<file path="src/rtl/gshare_branch_predictor_if.sv">
// Fetch-side lookup and EX-side training bundle for the gshare predictor.
interface gshare_branch_predictor_if #(
  parameter int unsigned XLEN     = 32,
  parameter int unsigned GHR_BITS = 5
);
  // Fetch lookup
  logic [XLEN-1:0]     current_pc;
  logic                fetch_en;
  logic [XLEN-1:0]     pc_predict;
  logic                pred_taken;
  logic [GHR_BITS-1:0] pred_ghr;

  // EX resolution / training
  logic                upd_valid;
  logic [XLEN-1:0]     upd_pc;
  logic                upd_is_branch;
  logic                upd_taken;
  logic [XLEN-1:0]     upd_target;
  logic [GHR_BITS-1:0] upd_ghr;
  logic                upd_mispredict;

  // Pipeline side: drives fetch PC and resolved outcomes, consumes predictions
  modport master (
    output current_pc, fetch_en,
    output upd_valid, upd_pc, upd_is_branch, upd_taken, upd_target, upd_ghr, upd_mispredict,
    input  pc_predict, pred_taken, pred_ghr
  );

  // Predictor side
  modport slave (
    input  current_pc, fetch_en,
    input  upd_valid, upd_pc, upd_is_branch, upd_taken, upd_target, upd_ghr, upd_mispredict,
    output pc_predict, pred_taken, pred_ghr
  );
endinterface

</file>
<file path="src/rtl/gshare_branch_predictor.sv">
// Gshare direction predictor with a direct-mapped tagged BTB.
// Lookup is combinational on the fetch PC; training and history repair come from EX.
module gshare_branch_predictor #(
  parameter int unsigned XLEN         = 32,
  parameter int unsigned BTB_IDX_BITS = 5,
  parameter int unsigned PHT_IDX_BITS = 5,
  parameter int unsigned GHR_BITS     = 5,
  parameter int unsigned CTR_BITS     = 2
) (
  input  logic                       clk,
  input  logic                       reset,
  gshare_branch_predictor_if.slave   bus
);

  localparam int unsigned BTB_DEPTH = 1 << BTB_IDX_BITS;
  localparam int unsigned PHT_DEPTH = 1 << PHT_IDX_BITS;
  localparam int unsigned TAG_BITS  = XLEN - BTB_IDX_BITS - 2;

  // Weakly not-taken: MSB clear, all lower bits set
  localparam logic [CTR_BITS-1:0] CTR_INIT = CTR_BITS'((1 << (CTR_BITS - 1)) - 1);
  localparam logic [CTR_BITS-1:0] CTR_MAX  = {CTR_BITS{1'b1}};

  logic                    btb_valid  [BTB_DEPTH];
  logic                    btb_uncond [BTB_DEPTH];
  logic [TAG_BITS-1:0]     btb_tag    [BTB_DEPTH];
  logic [XLEN-1:0]         btb_target [BTB_DEPTH];
  logic [CTR_BITS-1:0]     pht        [PHT_DEPTH];
  logic [GHR_BITS-1:0]     ghr;
  logic [GHR_BITS-1:0]     ghr_next;

  logic [BTB_IDX_BITS-1:0] bidx;
  logic [PHT_IDX_BITS-1:0] pidx;
  logic [TAG_BITS-1:0]     lookup_tag;
  logic                    lookup_hit;
  logic                    lookup_taken;

  logic [BTB_IDX_BITS-1:0] upd_bidx;
  logic [PHT_IDX_BITS-1:0] upd_pidx;
  logic [TAG_BITS-1:0]     upd_tag;
  logic                    btb_wr;
  logic                    pht_wr;

  logic                    unused_pc_bits;
  assign unused_pc_bits = ^{bus.current_pc[1:0], bus.upd_pc[1:0]};

  // Fetch lookup: history is zero-extended to the PHT index width before hashing
  always_comb begin
    bidx         = bus.current_pc[BTB_IDX_BITS+1:2];
    lookup_tag   = bus.current_pc[XLEN-1:BTB_IDX_BITS+2];
    pidx         = bus.current_pc[PHT_IDX_BITS+1:2] ^ PHT_IDX_BITS'(ghr);
    lookup_hit   = btb_valid[bidx] && (btb_tag[bidx] == lookup_tag);
    lookup_taken = lookup_hit && (btb_uncond[bidx] || pht[pidx][CTR_BITS-1]);
  end

  assign bus.pred_taken = lookup_taken;
  assign bus.pc_predict = lookup_taken ? btb_target[bidx] : bus.current_pc + XLEN'(4);
  assign bus.pred_ghr   = ghr;

  // Training indices, using the history snapshot that was live at prediction time
  always_comb begin
    upd_bidx = bus.upd_pc[BTB_IDX_BITS+1:2];
    upd_tag  = bus.upd_pc[XLEN-1:BTB_IDX_BITS+2];
    upd_pidx = bus.upd_pc[PHT_IDX_BITS+1:2] ^ PHT_IDX_BITS'(bus.upd_ghr);
    btb_wr   = bus.upd_valid && bus.upd_taken;
    pht_wr   = bus.upd_valid && bus.upd_is_branch;
  end

  // Next history: EX repair beats speculative fetch shift; the truncating cast
  // yields {h[GHR_BITS-2:0], bit}, which degenerates to just the bit when GHR_BITS==1
  always_comb begin
    ghr_next = ghr;
    if (bus.upd_valid && bus.upd_mispredict) begin
      if (bus.upd_is_branch || (GHR_BITS == 1)) begin
        ghr_next = GHR_BITS'({bus.upd_ghr, bus.upd_taken});
      end else begin
        ghr_next = bus.upd_ghr;
      end
    end else if (bus.fetch_en && lookup_hit && !btb_uncond[bidx]) begin
      ghr_next = GHR_BITS'({ghr, lookup_taken});
    end
  end

  // Global history register
  always_ff @(posedge clk) begin
    if (reset) begin
      ghr <= '0;
    end else begin
      ghr <= ghr_next;
    end
  end

  // Saturating direction counters
  always_ff @(posedge clk) begin
    if (reset) begin
      pht <= '{default: CTR_INIT};
    end else if (pht_wr) begin
      if (bus.upd_taken) begin
        if (pht[upd_pidx] != CTR_MAX) begin
          pht[upd_pidx] <= pht[upd_pidx] + CTR_BITS'(1);
        end
      end else if (pht[upd_pidx] != '0) begin
        pht[upd_pidx] <= pht[upd_pidx] - CTR_BITS'(1);
      end
    end
  end

  // BTB control bits; only taken outcomes allocate or replace an entry
  always_ff @(posedge clk) begin
    if (reset) begin
      btb_valid  <= '{default: 1'b0};
      btb_uncond <= '{default: 1'b0};
    end else if (btb_wr) begin
      btb_valid[upd_bidx]  <= 1'b1;
      btb_uncond[upd_bidx] <= !bus.upd_is_branch;
    end
  end

  // BTB payload; contents are qualified by the valid bit so no reset is needed
  always_ff @(posedge clk) begin
    if (!reset && btb_wr) begin
      btb_tag[upd_bidx]    <= upd_tag;
      btb_target[upd_bidx] <= bus.upd_target;
    end
  end

endmodule
</file>
<file path="src/flat_wrapper.sv">
// flat-port wrapper written by rule: the top's interface ports become plain ports
module gshare_branch_predictor_flat 
#(
  parameter int unsigned XLEN         = 32,
  parameter int unsigned BTB_IDX_BITS = 5,
  parameter int unsigned PHT_IDX_BITS = 5,
  parameter int unsigned GHR_BITS     = 5,
  parameter int unsigned CTR_BITS     = 2
)
  (clk, reset, bus_current_pc, bus_fetch_en, bus_upd_valid, bus_upd_pc, bus_upd_is_branch, bus_upd_taken, bus_upd_target, bus_upd_ghr, bus_upd_mispredict, bus_pc_predict, bus_pred_taken, bus_pred_ghr);
  gshare_branch_predictor_if #(.XLEN(XLEN), .GHR_BITS(GHR_BITS)) bus_i ();
  input  logic clk;
  input  logic reset;
  input wire logic [$bits(bus_i.current_pc)-1:0] bus_current_pc;
  input wire logic [$bits(bus_i.fetch_en)-1:0] bus_fetch_en;
  input wire logic [$bits(bus_i.upd_valid)-1:0] bus_upd_valid;
  input wire logic [$bits(bus_i.upd_pc)-1:0] bus_upd_pc;
  input wire logic [$bits(bus_i.upd_is_branch)-1:0] bus_upd_is_branch;
  input wire logic [$bits(bus_i.upd_taken)-1:0] bus_upd_taken;
  input wire logic [$bits(bus_i.upd_target)-1:0] bus_upd_target;
  input wire logic [$bits(bus_i.upd_ghr)-1:0] bus_upd_ghr;
  input wire logic [$bits(bus_i.upd_mispredict)-1:0] bus_upd_mispredict;
  output wire logic [$bits(bus_i.pc_predict)-1:0] bus_pc_predict;
  output wire logic [$bits(bus_i.pred_taken)-1:0] bus_pred_taken;
  output wire logic [$bits(bus_i.pred_ghr)-1:0] bus_pred_ghr;
  assign bus_i.current_pc = bus_current_pc;
  assign bus_i.fetch_en = bus_fetch_en;
  assign bus_i.upd_valid = bus_upd_valid;
  assign bus_i.upd_pc = bus_upd_pc;
  assign bus_i.upd_is_branch = bus_upd_is_branch;
  assign bus_i.upd_taken = bus_upd_taken;
  assign bus_i.upd_target = bus_upd_target;
  assign bus_i.upd_ghr = bus_upd_ghr;
  assign bus_i.upd_mispredict = bus_upd_mispredict;
  assign bus_pc_predict = bus_i.pc_predict;
  assign bus_pred_taken = bus_i.pred_taken;
  assign bus_pred_ghr = bus_i.pred_ghr;
  gshare_branch_predictor #(.XLEN(XLEN), .BTB_IDX_BITS(BTB_IDX_BITS), .PHT_IDX_BITS(PHT_IDX_BITS), .GHR_BITS(GHR_BITS), .CTR_BITS(CTR_BITS)) u_core (.clk(clk), .reset(reset), .bus(bus_i));
endmodule
</file>
<file path="config.mk">
export PLATFORM = sky130hd
export DESIGN_NAME = gshare_branch_predictor_flat
export DESIGN_NICKNAME = d
export VERILOG_FILES = /design/src/rtl/gshare_branch_predictor_if.sv /design/src/rtl/gshare_branch_predictor.sv /design/src/flat_wrapper.sv
export SDC_FILE = /design/constraint.sdc
export NUM_CORES = 2
export LEC_CHECK = 0
export CAP_MARGIN = 0
export CORE_ASPECT_RATIO = 0.9
export CORE_MARGIN = 5
export CORE_UTILIZATION = 50
export DETAILED_ROUTE_END_ITERATION = 16
export PLACE_DENSITY = 0.69
export SYNTH_ARGS = -nofsm -noshare
export SYNTH_HDL_FRONTEND = slang
export SYNTH_SLANG_ARGS = --single-unit
</file>
<file path="constraint.sdc">
create_clock -name clk -period 7.3 [get_ports clk]
set_clock_uncertainty 0.1 [all_clocks]
set_input_delay 1.46 -clock clk [delete_from_list [all_inputs] [get_ports clk]]
set_output_delay 1.46 -clock clk [all_outputs]
set_load 0.01 [all_outputs]
</file>
# Word-level counts from Yosys, hierarchy flattened
# Memory sizes are Yosys's and may differ from the RTL's.
# Cells that the tools add are included.
# word_totals
ram_bits	1824
out_inout_bits	38
elab_cells	164
register_bits	133
input_bits	108
mem_count	2
# classes
addsub	3
n_reduce_logical	18
magnitude_cmp	6
eq_ne	3
n_bitwise	7
muxes	28
# mem_list
name	depth	width	rd	rd_clocked_by_memory_dff	write_ports	line_no	rtl
u_core.btb_target	32	32	1	0	1	gshare_branch_predictor.sv:26	logic [XLEN-1:0] btb_target [BTB_DEPTH];
u_core.btb_tag	32	25	1	0	1	gshare_branch_predictor.sv:25	logic [TAG_BITS-1:0] btb_tag [BTB_DEPTH];
# ops
operator	n
$mux 64	3
$bwmux 64	2
$add 32x3->32 const B	1
$bwmux 32	1
$mux 32	1
$or 32x32->32	1
$eq 25x25->1	1
$ge 6x6->1 const B	4
$not 5->6	4
$bmux 2 s5	2
$mux 5	3
$lt 6x1->1 const B	2
$bmux 1 s5	2
$demux 2 s5	1
$logic_and 1x1->1	10
$mux 2	5
$xor 5x5->5	2
$mux 1	7
$reduce_bool 2->1	3
$demux 1 s5	1
$logic_not 1->1	3
$reduce_and 3->1	1
$add 2x1->2 const B	1
$ne 2x1->1 const B	1
other kinds (3)	3

# Longest topological paths before layout
# logic_depth
ltp_word	9
ltp_mapped	18
ltp_nobuf	15

# Least setup slack after synthesis
# No wires, ideal clock.
# synth_path
path_kind	input port to flip-flop
startpoint	input port bus_upd_taken
endpoint	memory u_core.btb_tag[0][0] (netlist name) (enable)
arrival_ps	6380
required_time_ps	6658
n_path_buf	3
setup_time_ps	542
stages	6
slack_ps	278
cell_sequence	clkbuf_1 -> nand2_1 -> or3_1 -> clkbuf_1 -> clkbuf_1 -> nor3_1
# synth_via
elab_chain_cells	4
# synth_rtl
element	line_no	rtl
start, declared	flat_wrapper.sv:19	input wire logic [$bits(bus_i.upd_taken)-1:0] bus_upd_taken;
$logic_and 1x1->1	gshare_branch_predictor.sv:64	btb_wr = bus.upd_valid && bus.upd_taken;
$logic_and 1x1->1	gshare_branch_predictor.sv:120	if (!reset && btb_wr) begin
$mux 1	gshare_branch_predictor.sv:120	
$mux 1 (implied by the code)	gshare_branch_predictor.sv:121	btb_tag[upd_bidx] <= upd_tag;
end, declared	gshare_branch_predictor.sv:25	
# No other way between the ends.

# Final worst setup path
# layout_path
startpoint	input port bus_current_pc[2]
endpoint	output port bus_pc_predict[11]
# layout_via
elab_chain_cells	8
elab_cells_between_ends	20
cone_classes	add/sub: 1; eq/ne: 1; mux: 10; bitwise: 3; reduce/logical: 3; memory: 2
# layout_rtl
element	line_no	rtl
start, declared	flat_wrapper.sv:14	input wire logic [$bits(bus_i.current_pc)-1:0] bus_current_pc;
branches (longest 7 deep; another with $mem_v2 32x25)	n/a	
$mux 32 *	gshare_branch_predictor.sv:56	assign bus.pc_predict = lookup_taken ? btb_target[bidx] : bus.current_pc + XLEN'(4);
end, declared	flat_wrapper.sv:23	output wire logic [$bits(bus_i.pc_predict)-1:0] bus_pc_predict;
# Mark *: on every way between the ends. The select of a mux whose other input is x is not followed.

==> flow_metrics.py <==
metrics = {
    "outcome": {
        "outcome": "finished, final reports clean",
    },
    "global_route": {
        "grt_usage_pct": 24.9,
        "grt_pass1_vias": 38610,
        "antenna_found_initial": 18,
        "grt_first_pass_wirelength_um": 286000,
        "grt_overflow": 0,
        "grt_start_max_net_pins": 95,
    },
    "clock_tree": {
        "htree_levels": 4,
        "clkTransAtPathRegs_ns": 0.06,
        "clockBufferDepth": 3,
        "cts-root-buf": "clkbuf_16",
        "cts_buffers": 187,
        "cts.sinks": 1957,
        "insertion_delay_ns": 0.82,
        "cts_tree": "done",
        "hold_buffers": 0,
    },
    "placement": {
        "placed_cell_area_um2": 82000,
        "io_buffer_count": 143,
        "gp_congestion": 0.821,
        "dpl.hpwl_um": 106000,
    },
    "sta": {
        "slew_headroom_pct": 20.5,
        "setup_viol": 0,
        "hold_violations": 0,
        "max_freq_mhz": 139,
        "slew_violations": 0,
        "tightest_slew_ns": 1.19,
        "fin_crit_ns": 7.19,
        "post-route-period-util_pct": 98.5,
    },
    "hold_path": {
        "hold_depth": 1,
        "worstHoldPathType": "flop to flop",
    },
    "layout": {
        "ff_latch_area_um2": 57400,
        "area_delta_synth_final_pct": 15.2,
        "multi_input_area_um2": 18300,
        "nets": 4196,
        "fin_util_pct": 57.8,
        "drive_above_1_share_pct": 25.5,
        "layout_common_cells": "1824 x edfxtp_1, 500 x mux4_2, 232 x nor2_1",
        "layout_commonest_cell": "edfxtp_1",
        "final_area_um2": 88100,
        "fillers": 10962,
    },
    "die": {
        "boundaryPins": 146,
        "core_um2": 152000,
        "die_h_um": 381,
        "rows": 136,
        "dieArea_um2": 161000,
        "initial_core_util_pct": 50.2,
        "die_x_um": 422,
    },
    "worst_setup_path": {
        "reg2reg_slack_ns": 3.43,
        "end_kind": "primary output",
        "worst-path-max-fanout": 30,
        "crit_arrival_ns": 5.63,
        "r2r_cells": 12,
        "required_ns": 5.74,
        "critical_path_class": "input port to primary output",
        "cp-start-kind": "input port",
        "r2r-end": "u_core.bus.pred_ghr[4]$_SDFFE_PP0P_",
        "r2r_start": "u_core.btb_tag[2][23]$_DFFE_PP_",
    },
    "synth": {
        "synth_cells": 3717,
        "ys_async_sr_fraction_pct": 0,
        "ys.flop_type": "edfxtp_1",
        "yosysSeqAreaShare_pct": 75.1,
        "synth.distinct_cells": 49,
        "synth-edff-count": 1824,
        "post_synth.cell_area_avg_um2": 20.6,
        "yosysWarnings": 0,
        "synth-seq-cells": 1957,
        "synth_nets": 3828,
        "netlist_area_um2": 76500,
    },
    "drt": {
        "wl_um": 203000,
        "ant_nets": 0,
        "drt_iter0_markers": 5184,
        "via_count": 39876,
        "viasPerCell": 6.39,
        "drc_errors": 0,
        "routedWlPerCell_um": 32.6,
        "dr.pass1.iters": 8,
    },
    "pwr": {
        "vdd_drop_max_mv": 0.171,
        "p_per_area_nw_per_um2": 259,
        "leakagePower_uw": 0.0281,
    },
    "job": {
        "maxCapViolations": 0,
    },
}
[worst max-delay path, stage by stage]
cell and delay (ns):
buf_12 0.14, buf_12 0.16, buf_12 0.16, buf_16 0.15
mux4_2 0.52, a211oi_2 0.22, a22o_1 0.17, xor2_1 0.17
nand4_1 0.30, or4_4 0.55, nor4_4 0.40, buf_12 0.23
buf_12 0.19, nor2_1 0.07, a21oi_1 0.15, clkdlybuf4s50_1 0.56
[routing by layer]
layer	vias up	GRT usage, %	routed length [um]
met5	-	0	37
met4	6	8.83	7200
met3	331	4.66	19700
met2	2222	39.0	98000
met1	21127	35.5	78100
li1	16190	-	-
[power breakdown]
part	internal, uW	total, uW	switching (uW)	leakage (uW)
clock network	5090	9180	4100	0.00280
registers	12300	12300	13.8	0.0175
logic	563	1340	780	0.00781
[area by class of cell]
class	count	area share [%]
Antenna cell	6	0.0170
Clock buffer	253	5.71
Clock inverter	80	0.792
Inverter	9	0.0383
Multi-Input combinational cell	1536	20.8
Sequential cell	1957	65.2
Tap cell	2001	2.84
Timing Repair Buffer	394	4.64
[cells by family after synthesis]
kind of cell	count (synthesis)	synth area share, %
and+or+nand+nor	459	2.63
muxes	690	17.2
buffers and inverters	224	1.34
xor gates and xnor gates	63	0.721
adders and majority gates	3	0.0491
AOI/OAI and AO/OA	321	2.94
DFF	1957	75.1
[worst max-delay path by stage]
stage,end,cells past startpoint,startpoint
2_1_floorplan,u_core.btb_tag[0][0]$_DFFE_PP_,6,bus_upd_taken
3_5_place_dp,bus_pc_predict[3],16,bus_current_pc[2]
4_1_cts,bus_pc_predict[2],18,bus_current_pc[2]
5_1_grt,bus_pc_predict[11],19,bus_current_pc[2]
3_3_place_gp,bus_pc_predict[3],15,bus_current_pc[2]
6_report,bus_pc_predict[11],16,bus_current_pc[2]
[sequential cells by signal (all words and copies together), names as in the netlist, named ones only]
signal / count
u_core.btb_uncond: 32
u_core.btb_valid: 32
u_core.btb_target: 1024
u_core.pht: 32
u_core.btb_tag: 800
u_core.bus.pred_ghr: 5
[cells in the mapped netlist, drive strengths merged (37+ instances only)]
| master | n | area [um^2] |
|---|---|---|
| a211oi | 52 | 390 |
| a21oi | 94 | 470 |
| buf | 96 | 542 |
| clkbuf | 119 | 447 |
| dfxtp | 133 | 2660 |
| edfxtp | 1824 | 54800 |
| mux2i | 181 | 1810 |
| mux4 | 500 | 11300 |
| nand2 | 90 | 338 |
| nand3 | 41 | 205 |
| nor2 | 233 | 875 |
| nor3 | 37 | 185 |
| xnor2 | 38 | 333 |
[repair_timing]
action,4_1_cts,5_1_grt
buffers inserted,3,7
pin swaps,2,0
resized for setup,7,44
endpoints found under the setup margin,24,32
gates cloned,2,3
[stage by stage]
step                power [uW]  hold WS (ns)  TNS (ns)  setup WS, ns  cells
floorplan                13300         0.330         0         0.278   3717
global placement         13900         0.339    -0.299        -0.113   5882
detailed placement       13900         0.346    -0.180       -0.0702   5882
CTS                      23000         0.359         0        0.0187   6220
global route             23500         0.373   -0.0452       -0.0330   6234
finish                   22800         0.361         0         0.109   6236
Note: power is estimated with default switching activity, not from simulation.
